**src/rtl/rdc_event_logger.sv**
```systemverilog
`default_nettype none
// ============================================================================
// Module      : rdc_event_logger
// Description : Logs every newly raised bit of the RDC sticky interruption
//               vector into a FIFO of {timestamp, event index, watermark}
//               entries, drained through a valid/ready port.
// Revision    : 1.0 - initial release
// ============================================================================
module rdc_event_logger #(
   parameter int N_CORES       = 4,
   parameter int CORE_EVENTS   = 2,
   parameter int WEIGHTS_WIDTH = 8,
   parameter int TS_WIDTH      = 32,
   parameter int FIFO_DEPTH    = 8,
   parameter int OVF_WIDTH     = 8
) (
   input  logic                                        clk_i,
   input  logic                                        rst_i,
   input  logic                                        enable_i,
   input  logic                                        clear_i,
   input  logic [N_CORES*CORE_EVENTS-1:0]              interruption_vector_i,
   input  logic [N_CORES*CORE_EVENTS*WEIGHTS_WIDTH-1:0] watermark_i,
   output logic                                        entry_valid_o,
   input  logic                                        entry_ready_i,
   output logic [TS_WIDTH-1:0]                         entry_timestamp_o,
   output logic [$clog2(N_CORES*CORE_EVENTS)-1:0]      entry_index_o,
   output logic [WEIGHTS_WIDTH-1:0]                    entry_watermark_o,
   output logic [$clog2(FIFO_DEPTH+1)-1:0]             fifo_count_o,
   output logic [OVF_WIDTH-1:0]                        overflow_count_o,
   output logic                                        pending_o
);

   localparam int N_EVENTS = N_CORES * CORE_EVENTS;
   localparam int IDX_W    = $clog2(N_EVENTS);
   localparam int AW       = $clog2(FIFO_DEPTH);
   localparam int CW       = $clog2(FIFO_DEPTH + 1);

   localparam logic [CW-1:0]        c_FIFO_FULL = CW'(FIFO_DEPTH);
   localparam logic [OVF_WIDTH-1:0] c_OVF_MAX   = '1;

   // Event tracking state
   logic [TS_WIDTH-1:0]      r_ts;
   logic [N_EVENTS-1:0]      r_prev_vec;
   logic [N_EVENTS-1:0]      r_pending;
   logic [OVF_WIDTH-1:0]     r_ovf_cnt;

   // Log FIFO storage and bookkeeping
   logic [TS_WIDTH-1:0]      r_mem_ts [FIFO_DEPTH];
   logic [IDX_W-1:0]         r_mem_idx [FIFO_DEPTH];
   logic [WEIGHTS_WIDTH-1:0] r_mem_wm [FIFO_DEPTH];
   logic [AW-1:0]            r_wr_ptr;
   logic [AW-1:0]            r_rd_ptr;
   logic [CW-1:0]            r_count;

   // Combinational control
   logic [N_EVENTS-1:0]      w_new_bits;
   logic                     w_grant_valid;
   logic [IDX_W-1:0]         w_grant_idx;
   logic                     w_grant;
   logic [N_EVENTS-1:0]      w_grant_mask;
   logic [WEIGHTS_WIDTH-1:0] w_wm_slice [N_EVENTS];
   logic [WEIGHTS_WIDTH-1:0] w_grant_wm;
   logic                     w_valid;
   logic                     w_full;
   logic                     w_pop;
   logic                     w_push;
   logic                     w_drop;

   // Unpack the flattened watermark bus into per-event slices
   for (genvar k = 0; k < N_EVENTS; k++) begin : g_wm_slice
      assign w_wm_slice[k] = watermark_i[k*WEIGHTS_WIDTH +: WEIGHTS_WIDTH];
   end

   assign w_new_bits = interruption_vector_i & ~r_prev_vec;

   // Lowest-index priority pick over the registered pending mask only
   always_comb begin
      w_grant_valid = 1'b0;
      w_grant_idx   = '0;
      for (int k = N_EVENTS - 1; k >= 0; k--) begin
         if (r_pending[k]) begin
            w_grant_valid = 1'b1;
            w_grant_idx   = k[IDX_W-1:0];
         end
      end
   end

   // A grant only happens in normal, enabled operation; reset/clear discard it
   assign w_grant      = w_grant_valid & enable_i & ~clear_i & ~rst_i;
   assign w_grant_mask = w_grant ? (N_EVENTS'(1) << w_grant_idx) : '0;
   assign w_grant_wm   = w_wm_slice[w_grant_idx];

   assign w_valid = (r_count != '0);
   assign w_full  = (r_count == c_FIFO_FULL);
   assign w_pop   = w_valid & entry_ready_i & ~clear_i & ~rst_i;
   // A full FIFO still accepts the entry when the head leaves in the same cycle
   assign w_push  = w_grant & (~w_full | w_pop);
   assign w_drop  = w_grant & w_full & ~w_pop;

   // Timestamp, edge detection, pending mask and overflow counter
   always_ff @(posedge clk_i) begin
      if (rst_i) begin
         r_ts       <= '0;
         r_prev_vec <= '0;
         r_pending  <= '0;
         r_ovf_cnt  <= '0;
      end else if (clear_i) begin
         r_ts       <= '0;
         r_prev_vec <= interruption_vector_i;
         r_pending  <= '0;
         r_ovf_cnt  <= '0;
      end else begin
         if (enable_i) begin
            r_ts       <= r_ts + 1'b1;
            r_prev_vec <= interruption_vector_i;
            r_pending  <= (r_pending | w_new_bits) & ~w_grant_mask;
         end else begin
            // The RDC drops its vector on disable, so start from a clean slate
            r_prev_vec <= '0;
            r_pending  <= '0;
         end
         if (w_drop && (r_ovf_cnt != c_OVF_MAX)) begin
            r_ovf_cnt <= r_ovf_cnt + 1'b1;
         end
      end
   end

   // FIFO pointers and occupancy
   always_ff @(posedge clk_i) begin
      if (rst_i || clear_i) begin
         r_wr_ptr <= '0;
         r_rd_ptr <= '0;
         r_count  <= '0;
      end else begin
         if (w_push) begin
            r_wr_ptr <= r_wr_ptr + 1'b1;
         end
         if (w_pop) begin
            r_rd_ptr <= r_rd_ptr + 1'b1;
         end
         case ({w_push, w_pop})
            2'b10:   r_count <= r_count + 1'b1;
            2'b01:   r_count <= r_count - 1'b1;
            default: r_count <= r_count;
         endcase
      end
   end

   // Entry storage; contents beyond the occupancy are never observed
   always_ff @(posedge clk_i) begin
      if (w_push) begin
         r_mem_ts[r_wr_ptr]  <= r_ts;
         r_mem_idx[r_wr_ptr] <= w_grant_idx;
         r_mem_wm[r_wr_ptr]  <= w_grant_wm;
      end
   end

   // Head fields are forced to zero while empty so reset shows all-zero outputs
   assign entry_valid_o     = w_valid;
   assign entry_timestamp_o = w_valid ? r_mem_ts[r_rd_ptr]  : '0;
   assign entry_index_o     = w_valid ? r_mem_idx[r_rd_ptr] : '0;
   assign entry_watermark_o = w_valid ? r_mem_wm[r_rd_ptr]  : '0;
   assign fifo_count_o      = r_count;
   assign overflow_count_o  = r_ovf_cnt;
   assign pending_o         = |r_pending;

endmodule
`default_nettype wire

```
**config.mk**
```make
export PLATFORM = sky130hd
export DESIGN_NAME = rdc_event_logger
export DESIGN_NICKNAME = d
export VERILOG_FILES = /design/src/rtl/rdc_event_logger.sv
export SDC_FILE = /design/constraint.sdc
export NUM_CORES = 1
export LEC_CHECK = 0
export CAP_MARGIN = 15
export CORE_MARGIN = 1.5
export CORE_UTILIZATION = 52
export DETAILED_ROUTE_END_ITERATION = 10
export GPL_TIMING_DRIVEN = 1
export PLACE_DENSITY_LB_ADDON = 0.3
export SYNTH_ARGS = -nofsm -noshare
export SYNTH_HDL_FRONTEND = slang
export SYNTH_SLANG_ARGS = --single-unit
```
**constraint.sdc**
```tcl
create_clock -name clk_i -period 7 [get_ports clk_i]
set_clock_uncertainty 0.1 [all_clocks]
set_input_delay 1.4 -clock clk_i [delete_from_list [all_inputs] [get_ports clk_i]]
set_output_delay 1.4 -clock clk_i [all_outputs]
set_load 0.02 [all_outputs]
```
# Word level (Yosys, flattened, before mapping)
# Memories as Yosys holds them, arrays and structs flattened. A register that Yosys moved wholly into a read port is not among the register bits.
# Index checks and enable logic that the tools add are counted.
dict set report word_totals {
  inputBits 77
  ram_bits 344
  regBits 66
  latchBits 0
  romBits 0
  n_memories 3
  word_cells 84
}
# memory depth word_bits rd rd_clocked_by_memory_dff wr line
set memory_table {}
lappend memory_table {r_mem_ts 8 32 1 1 1 48} ;# logic [TS_WIDTH-1:0] r_mem_ts [FIFO_DEPTH];
lappend memory_table {r_mem_wm 8 8 1 1 1 50} ;# logic [WEIGHTS_WIDTH-1:0] r_mem_wm [FIFO_DEPTH];
lappend memory_table {r_mem_idx 8 3 1 1 1 49} ;# logic [IDX_W-1:0] r_mem_idx [FIFO_DEPTH];
dict set report classes {
  n_lt_le_gt_ge 1
  mux 34
  addsub 6
  mul 0
  div_mod_pow 0
  n_eq_ne 4
  n_bitwise 21
  shift 1
  reduce_logical 7
}
# op n
set op_table {}
lappend op_table {{two-way mux 8 bit} 6}
lappend op_table {{two-way mux 3 bit} 15}
lappend op_table {{adder 32 x 1 -> 32 bit, second input constant} 1}
lappend op_table {{two-way mux 32 bit} 1}
lappend op_table {{binary-select mux 8 bit (select 3 bit)} 1}
lappend op_table {{bitwise AND 8 bit} 2}
lappend op_table {{NOT 8 bit} 2}
lappend op_table {{two-way mux 1 bit} 10}
lappend op_table {{bitwise AND 1 bit} 9}
lappend op_table {{adder 8 x 1 -> 8 bit, second input constant} 1}
lappend op_table {{inequality test 8 bit, second input constant} 1}
lappend op_table {{OR 8 bit} 1}
lappend op_table {{case mux 4 bit (2 select lines)} 1}
lappend op_table {{OR reduction 8 bit} 1}
lappend op_table {{<< shifter 1 x 3 -> 8 bit, first input constant} 1}
lappend op_table {{adder 3 x 1 -> 3 bit, second input constant} 2}
lappend op_table {{NOT 1 bit} 5}
lappend op_table {{adder 4 x 1 -> 4 bit, second input constant} 1}
lappend op_table {{== test 4 bit, second input constant} 1}
lappend op_table {{>= comparator 4 bit, second input constant} 1}
lappend op_table {{NOT 3 -> 4 bit} 1}
lappend op_table {{nonzero test 4 bit} 1}
lappend op_table {{subtractor 4 x 1 -> 4 bit, second input constant} 1}
lappend op_table {{OR reduction 3 bit} 1}
lappend op_table {{other kinds (7)} 7}

# Longest topological paths before layout
# Gate-level depths: netlist (run 1).
dict set report depth {
  depth_word 14
  depth_mapped 11
  mapped_depth_nobuf 11
}

# Worst setup path after synthesis (run 1)
# OpenSTA, ideal clock, no wires.
dict set report synth_path {
  path_type {input to register}
  startpoint {input port enable_i}
  endpoint {memory r_mem_idx[2][0] (netlist bit) (enable)}
  path_stages 4
  required_time_ns 6.334
  slack_ns -0.238
  n_path_buf 1
  t_arrival_ns 6.572
  cell_sequence {buf_4 -> nor3b_2 -> nand3_1 -> nor4b_1}
}
dict set report synth_between {
  elab_chain_len 6
}
# item line
set synth_lines {}
lappend synth_lines {{from (decl)} 19} ;# input logic enable_i,
lappend synth_lines {{bitwise AND 1 bit (3 in series)} 89} ;# assign w_grant = w_grant_valid & enable_i & ~clear_i & ~rst_i;
lappend synth_lines {{bitwise AND 1 bit} 97} ;# assign w_push = w_grant & (~w_full | w_pop);
lappend synth_lines {{two-way mux 1 bit} 151} ;# if (w_push) begin
lappend synth_lines {{two-way mux 1 bit (not written as such)} 153} ;# r_mem_idx[r_wr_ptr] <= w_grant_idx;
lappend synth_lines {{to (decl)} 49}
# No other way between the ends.

==> summary.md, run 1 <==
| Metric | Value |
|---|---|
| Leakage | 0.00649 uW |
| CP max FO | 44 |
| Post-layout util | 0.626 |
| Combinational share of power | 0.040 |
| WHS | 0.291 ns |
| CTS Buffer Depth | 3 |
| # fillers | 2262 |
| Fin. max-slew vios | 0 |
| Via-per-instance ratio | 5.87 |
| Placer congestion estimate | 0.780 |
| Sequential cell area | 11700 um^2 |
| Setup WS pre-CTS | 2.05 ns |
| # Max-Cap Violations | 0 |
| Clk pwr share | 0.422 |
| Layout cells sized above 1 | 0.174 |
| R2r setup slk | 3.51 ns |
| Clock sink count | 413 |
| Initial core utilization | 0.527 |
| Achievable Freq | 0.206 GHz |
| Status | complete, no violations |
| Initial antenna violation count | 0 |
| Distinct cell type count after synthesis | 59 |
| Multi-input logic area | 4750 um^2 |
| Worst R2R End | r_mem_wm[3][4] |
| P per Cell Area | 252 nW/um^2 |
| Syn Area/Cell | 17.2 um^2 |
| Initial DRT Pass Iterations | 5 |
| Ys Warns | 0 |
| H-Tree Depth | 2 |
| Gate count of the mapped netlist | 965 |
| Reg2reg path depth | 6 |
| Yosys reg bits | 413 |
| Flop pwr share | 0.538 |
| GRT overflow | 0 |
| Sw frac | 0.199 |
| Number of synthesized flops with an enable pin | 344 |
| Antenna Nets Post-Route | 0 |
| CORE AREA | 31600 um^2 |
| Most numerous cell in the Yosys netlist | edfxtp_1 |
| First-pass GRT wire length | 51900 um |
| Clk_lat worst skew | 0.52 ns |
| Num ports | 134 |
| Hold buffers post-CTS | 0 |
| All-layer global routing usage | 0.205 |
| Commonest cells post-synth | 344 x edfxtp_1, 113 x nor2_1, 86 x mux4_2 |
| Post-synthesis sequential area ratio | 0.704 |
| WHS Path Cells | 1 |
| Startpoint Class | flip-flop |
| Final setup vio count | 0 |
| Hold Path Origin | r_prev_vec[0] |
| Final cycle utilization of the critical path | 0.693 |
| Post-layout min period | 4.85 ns |
| N_diodes | 0 |
| Worst flop-to-flop path startpoint | r_pending[7] |
| HP Class | flip-flop to flip-flop |
| Root Driver | clkbuf_16 |
| Number of global-route vias before repair | 9364 |
| Num CTS Buffers | 41 |
| WP data required | 5.50 ns |
| Sink of the worst hold path | r_pending[0] |
| DR WL/cell | 21.5 um |
| Final WS setup | 2.15 ns |
| Final wirelength | 33100 um |
| Worst path arrival time | 3.35 ns |
| Critical path capture point type | output pin |
| Largest net degree at the start of global routing | 56 |
| Die span in x | 182 um |
| Final HPWL DP | 18900 um |
| Initial DRC Count | 658 |
| Ys async rst share | 0 |
| Die area | 33100 um^2 |
| TritonCTS clock tree | built |
| Dominant cell type by area after synthesis | edfxtp_1 |
| Sw power | 990 uW |
| IO buf count | 133 |
| Area contributors post-synth | edfxtp_1 62%, mux4_2 12%, dfxtp_1 8.3% |
| Area grow syn2layout | 18.6% |
| Die height | 182 um |
| Post-synth net total | 1047 |
| Post-synth top area share | 0.621 |
| Vias | 9059 |
| Worst-path clk slew | 0.06 ns |
| Worst-Margin Slew | 1.18 ns |
| Mapped Area | 16600 um^2 |
| Setup TNS | 0 ns |
| Primary FF master, synth | edfxtp_1 |
| Final nets | 1191 |
| RSZ-0062 raised after global routing | no |
| DRC viols | 0 |
| Peak VDD IR | 0.169 mV |
| Hold Vio Cnt, Final | 0 |
| Post-CTS sizing | 0 |
| Setup Fix Bufs, Post-CTS | 0 |
| Slew margin rel. | 0.213 |
| Internal Power | 3990 uW |
| Setup Crit Path Kind | flip-flop to output pin |
| Placement Rows | 65 |
-- cells by family (layout without fill, tap and decap cells) --
logic type	after synthesis	after routing	share of synthesized area
AOI/OAI and AO/OA	67	67	0.0334
xor gates and xnor gates	42	42	0.0221
adders and majority gates	5	5	0.00376
buffers and inverters	52	227	0.0141
DFF	413	413	0.704
muxes	136	136	0.147
and+or+nand+nor	250	250	0.0763
-- worst max-delay path, cell delays in order (launching register included) --
cell             delay, ns
dfxtp_4               0.95
buf_12                0.40
mux4_2                0.56
mux2i_1               0.26
nor2_1                0.07
clkdlybuf4s50_1       0.55
-- worst max-delay path by stage --
| stage | from | to | slack [ns] | cells past startpoint |
|---|---|---|---|---|
| after floorplan | enable_i | r_mem_idx[0][0] | 0.16 | 4 |
| after global placement | enable_i | r_mem_ts[7][15] | 2.07 | 6 |
| after detailed placement | enable_i | r_mem_ts[7][15] | 2.05 | 6 |
| after CTS | flip-flop | entry_watermark_o[6] | 2.02 | 5 |
| after global routing | flip-flop | entry_index_o[1] | 1.92 | 5 |
| final | flip-flop | entry_watermark_o[6] | 2.15 | 5 |
-- cell usage in the layout, fill, tap and decap left out, types with 10 or more instances in the layout --
| master | n |
|---|---|
| mux4_2 | 86 |
| clkbuf_16 | 41 |
| xor2_1 | 27 |
| a21oi_1 | 14 |
| nand3_1 | 13 |
| buf_4 | 12 |
| dfxtp_1 | 66 |
| mux2i_1 | 47 |
| a221o_1 | 13 |
| nand2_1 | 34 |
| clkbuf_1 | 10 |
| nor2_1 | 112 |
| clkdlybuf4s50_1 | 133 |
| edfxtp_1 | 344 |
| xnor2_1 | 15 |
| nor2b_1 | 13 |
-- state kept, by name (all words and copies together) (netlist names), named ones only --
name              flops
overflow_count_o      8
r_ts                 32
r_prev_vec            8
r_mem_ts            256
r_wr_ptr              3
r_pending             8
r_rd_ptr              3
fifo_count_o          4
r_mem_idx            24
r_mem_wm             64
-- layer usage --
| layer | routed length, um | up-vias | global-route usage |
|---|---|---|---|
| li1 | - | 4091 | - |
| met1 | 14300 | 4617 | 0.284 |
| met2 | 16100 | 307 | 0.340 |
| met3 | 2150 | 44 | 0.0379 |
| met4 | 540 | 0 | 0.0509 |
| met5 | 0 | - | 0 |
-- layout make-up --
cell class / instances / share of cell area
Timing Repair Buffer: 147 / 0.0740
Inverter: 6 / 0.00114
Multi-Input combinational cell: 500 / 0.241
Tap cell: 402 / 0.0255
Clock buffer: 51 / 0.0539
Clock inverter: 23 / 0.0110
Sequential cell: 413 / 0.594
-- metrics by stage --
step | area (um^2) | power [uW] | cells
6_report | 19700 | 4980 | 1542
5_1_grt | 19700 | 5140 | 1542
4_1_cts | 19700 | 5020 | 1542
3_5_place_dp | 18500 | 2930 | 1468
3_3_place_gp | 18500 | 2930 | 1468
2_1_floorplan | 16600 | 2840 | 965
-- power by group through the flow --
stage	sequential, uW	combinational [uW]	clock [uW]
3_5_place_dp	2730	199	0
4_1_cts	2680	200	2140
2_1_floorplan	2730	114	0
3_3_place_gp	2730	196	0
5_1_grt	2680	216	2240
6_report	2680	199	2100
Power figures use the tool's default switching activity.
==> inputs of run 2 (changes only) <==
==> constraint.sdc (replaced) <==
create_clock -name clk_i -period 4 [get_ports clk_i]
set_clock_uncertainty 0.1 [all_clocks]
set_input_delay 0.8 -clock clk_i [delete_from_list [all_inputs] [get_ports clk_i]]
set_output_delay 0.8 -clock clk_i [all_outputs]
set_load 0.02 [all_outputs]
==> summary.md, run 2 (synthesized netlist as in run 1, its figures left out) <==
| Metric | Value |
|---|---|
| Reg with most FFs | r_mem_ts |
| Grt met2 use | 0.353 |
| Clock sink count | 413 |
| CTS Buffer Depth | 3 |
| Setup Crit Path Kind | flip-flop to output pin |
| N_diodes | 0 |
| Reg2reg path depth | 7 |
| Final Instance Area | 20000 um^2 |
| Worst-path clk slew | 0.06 ns |
| All-layer global routing usage | 0.212 |
| Placed Area | 18700 um^2 |
| Largest net degree at the start of global routing | 34 |
| Worst flop-to-flop path startpoint | r_pending[5] |
| Startpoint Class | flip-flop |
| Sink of the worst hold path | r_pending[0] |
| Biggest regs | r_mem_ts (256), r_mem_wm (64), r_ts (32) |
| Final wirelength | 34300 um |
| Most frequent cells in the layout | 344 x edfxtp_1, 133 x clkdlybuf4s50_1, 112 x nor2_1 |
| Gr busiest metal | met2 |
| DRC viols | 0 |
| Initial DRT Pass Iterations | 5 |
| Multi-input logic area | 4790 um^2 |
| CP max FO | 17 |
| Worst-Margin Slew | 0.972 ns |
| Initial antenna violation count | 0 |
| Status | complete, no violations |
| Setup TNS | 0 ns |
| DR WL/cell | 21.9 um |
| Final cycle utilization of the critical path | 0.944 |
| HP Class | flip-flop to flip-flop |
| Crit-path cells | buf_4 > mux4_2 > mux2i_1 > nor2_1 > clkdlybuf4s50_1 |
| Placer congestion estimate | 0.801 |
| CORE AREA | 31600 um^2 |
| R2r setup slk | 1.00 ns |
| WHS Path Cells | 1 |
| Die span in x | 182 um |
| IO buf count | 133 |
| Clk_lat worst skew | 0.52 ns |
| Hold Path Origin | r_prev_vec[0] |
| Post-layout min period | 3.78 ns |
| Critical path capture point type | output pin |
| Crit path largest cell delay | 0.59 ns |
| Met1 usage | 0.299 |
| Post-CTS sizing | 0 |
| Num ports | 134 |
| First-pass GRT wire length | 53300 um |
| Placement Rows | 65 |
| Setup Fix Bufs, Post-CTS | 0 |
| RSZ-0062 raised after global routing | no |
| Buffers & Inverters on Critical Path | 2 |
| Antenna Nets Post-Route | 0 |
| Worst R2R End | r_mem_wm[7][4] |
| Area grow syn2layout | 20.3% |
| Number of global-route vias before repair | 9329 |
| Slew margin rel. | 0.347 |
| Post-layout util | 0.634 |
| Worst path arrival time | 2.88 ns |
| Hold Vio Cnt, Final | 0 |
| Fin. max-slew vios | 0 |
| GRT overflow | 0 |
| Via-per-instance ratio | 5.81 |
| H-Tree Depth | 2 |
| Instance count on the critical path | 5 |
| Final HPWL DP | 20900 um |
| Largest register FFs | 256 |
| P per Cell Area | 441 nW/um^2 |
| WP data required | 3.10 ns |
| Slowest stage cell, crit path | clkdlybuf4s50_1 |
| Final nets | 1212 |
| Layout cells sized above 1 | 0.190 |
| TritonCTS clock tree | built |
| Initial DRC Count | 793 |
| Most common cell after layout, fill and taps aside | edfxtp_1 |
| Die area | 33100 um^2 |
| # fillers | 2230 |
| Sequential cell area | 11700 um^2 |
| Root Driver | clkbuf_16 |
| Die height | 182 um |
| Num CTS Buffers | 41 |
| Delay-heaviest family, CP | buffers and inverters |
| Final setup vio count | 0 |
| Peak VDD IR | 0.258 mV |
| # Max-Cap Violations | 0 |
| Achievable Freq | 0.265 GHz |
| Leakage | 0.00662 uW |
| Initial core utilization | 0.527 |
| Grt met3 use | 0.0345 |
| Hold buffers post-CTS | 0 |
| Vias | 9082 |
## run 2: worst max-delay path by stage
stage,startpoint,end,slack (ns)
3_5_place_dp,enable_i,r_mem_ts[5][4],0.57
5_1_grt,flip-flop,entry_watermark_o[1],0.08
4_1_cts,flip-flop,entry_watermark_o[1],0.15
6_report,flip-flop,entry_index_o[1],0.22
3_3_place_gp,enable_i,r_mem_ts[5][13],0.57
2_1_floorplan,enable_i,r_mem_idx[2][0],-0.54
## run 2: power breakdown
part / switching, uW / internal (uW) / total, uW
logic: 193 / 169 / 362
clock network: 1530 / 2260 / 3790
registers: 14.3 / 4670 / 4690
## run 2: per-stage QoR
stage | power [uW] | instances | setup WS (ns) | hold slack, ns
2_1_floorplan | 4970 | 965 | -0.536 | 0.276
3_3_place_gp | 5130 | 1489 | 0.565 | 0.282
3_5_place_dp | 5140 | 1489 | 0.570 | 0.290
4_1_cts | 8900 | 1563 | 0.153 | 0.301
5_1_grt | 9100 | 1563 | 0.0809 | 0.302
6_report | 8830 | 1563 | 0.224 | 0.299
## run 2: area by class of cell
class	count	share of cell area
multi-input cells	500	0.239
flip-flops and latches	413	0.586
clock buffers	55	0.0570
inverters	6	0.00113
repair buffers	168	0.0822
clock inverters	19	0.00957
well taps	402	0.0251
## run 2: worst register-to-register path: stages, from the launching register on
cell and delay (ns):
dfxtp_1 0.40, or4b_1 0.56, a21oi_1 0.26, buf_4 0.25, a21o_1 0.14, a221o_1 0.12
nor2_1 0.04, nor3_1 0.79
## run 2: per-layer routing
metal / wire (um) / vias up
met5: 0 / -
li1: - / 4137
met4: 491 / 0
met3: 1900 / 37
met2: 16900 / 297
met1: 15000 / 4611
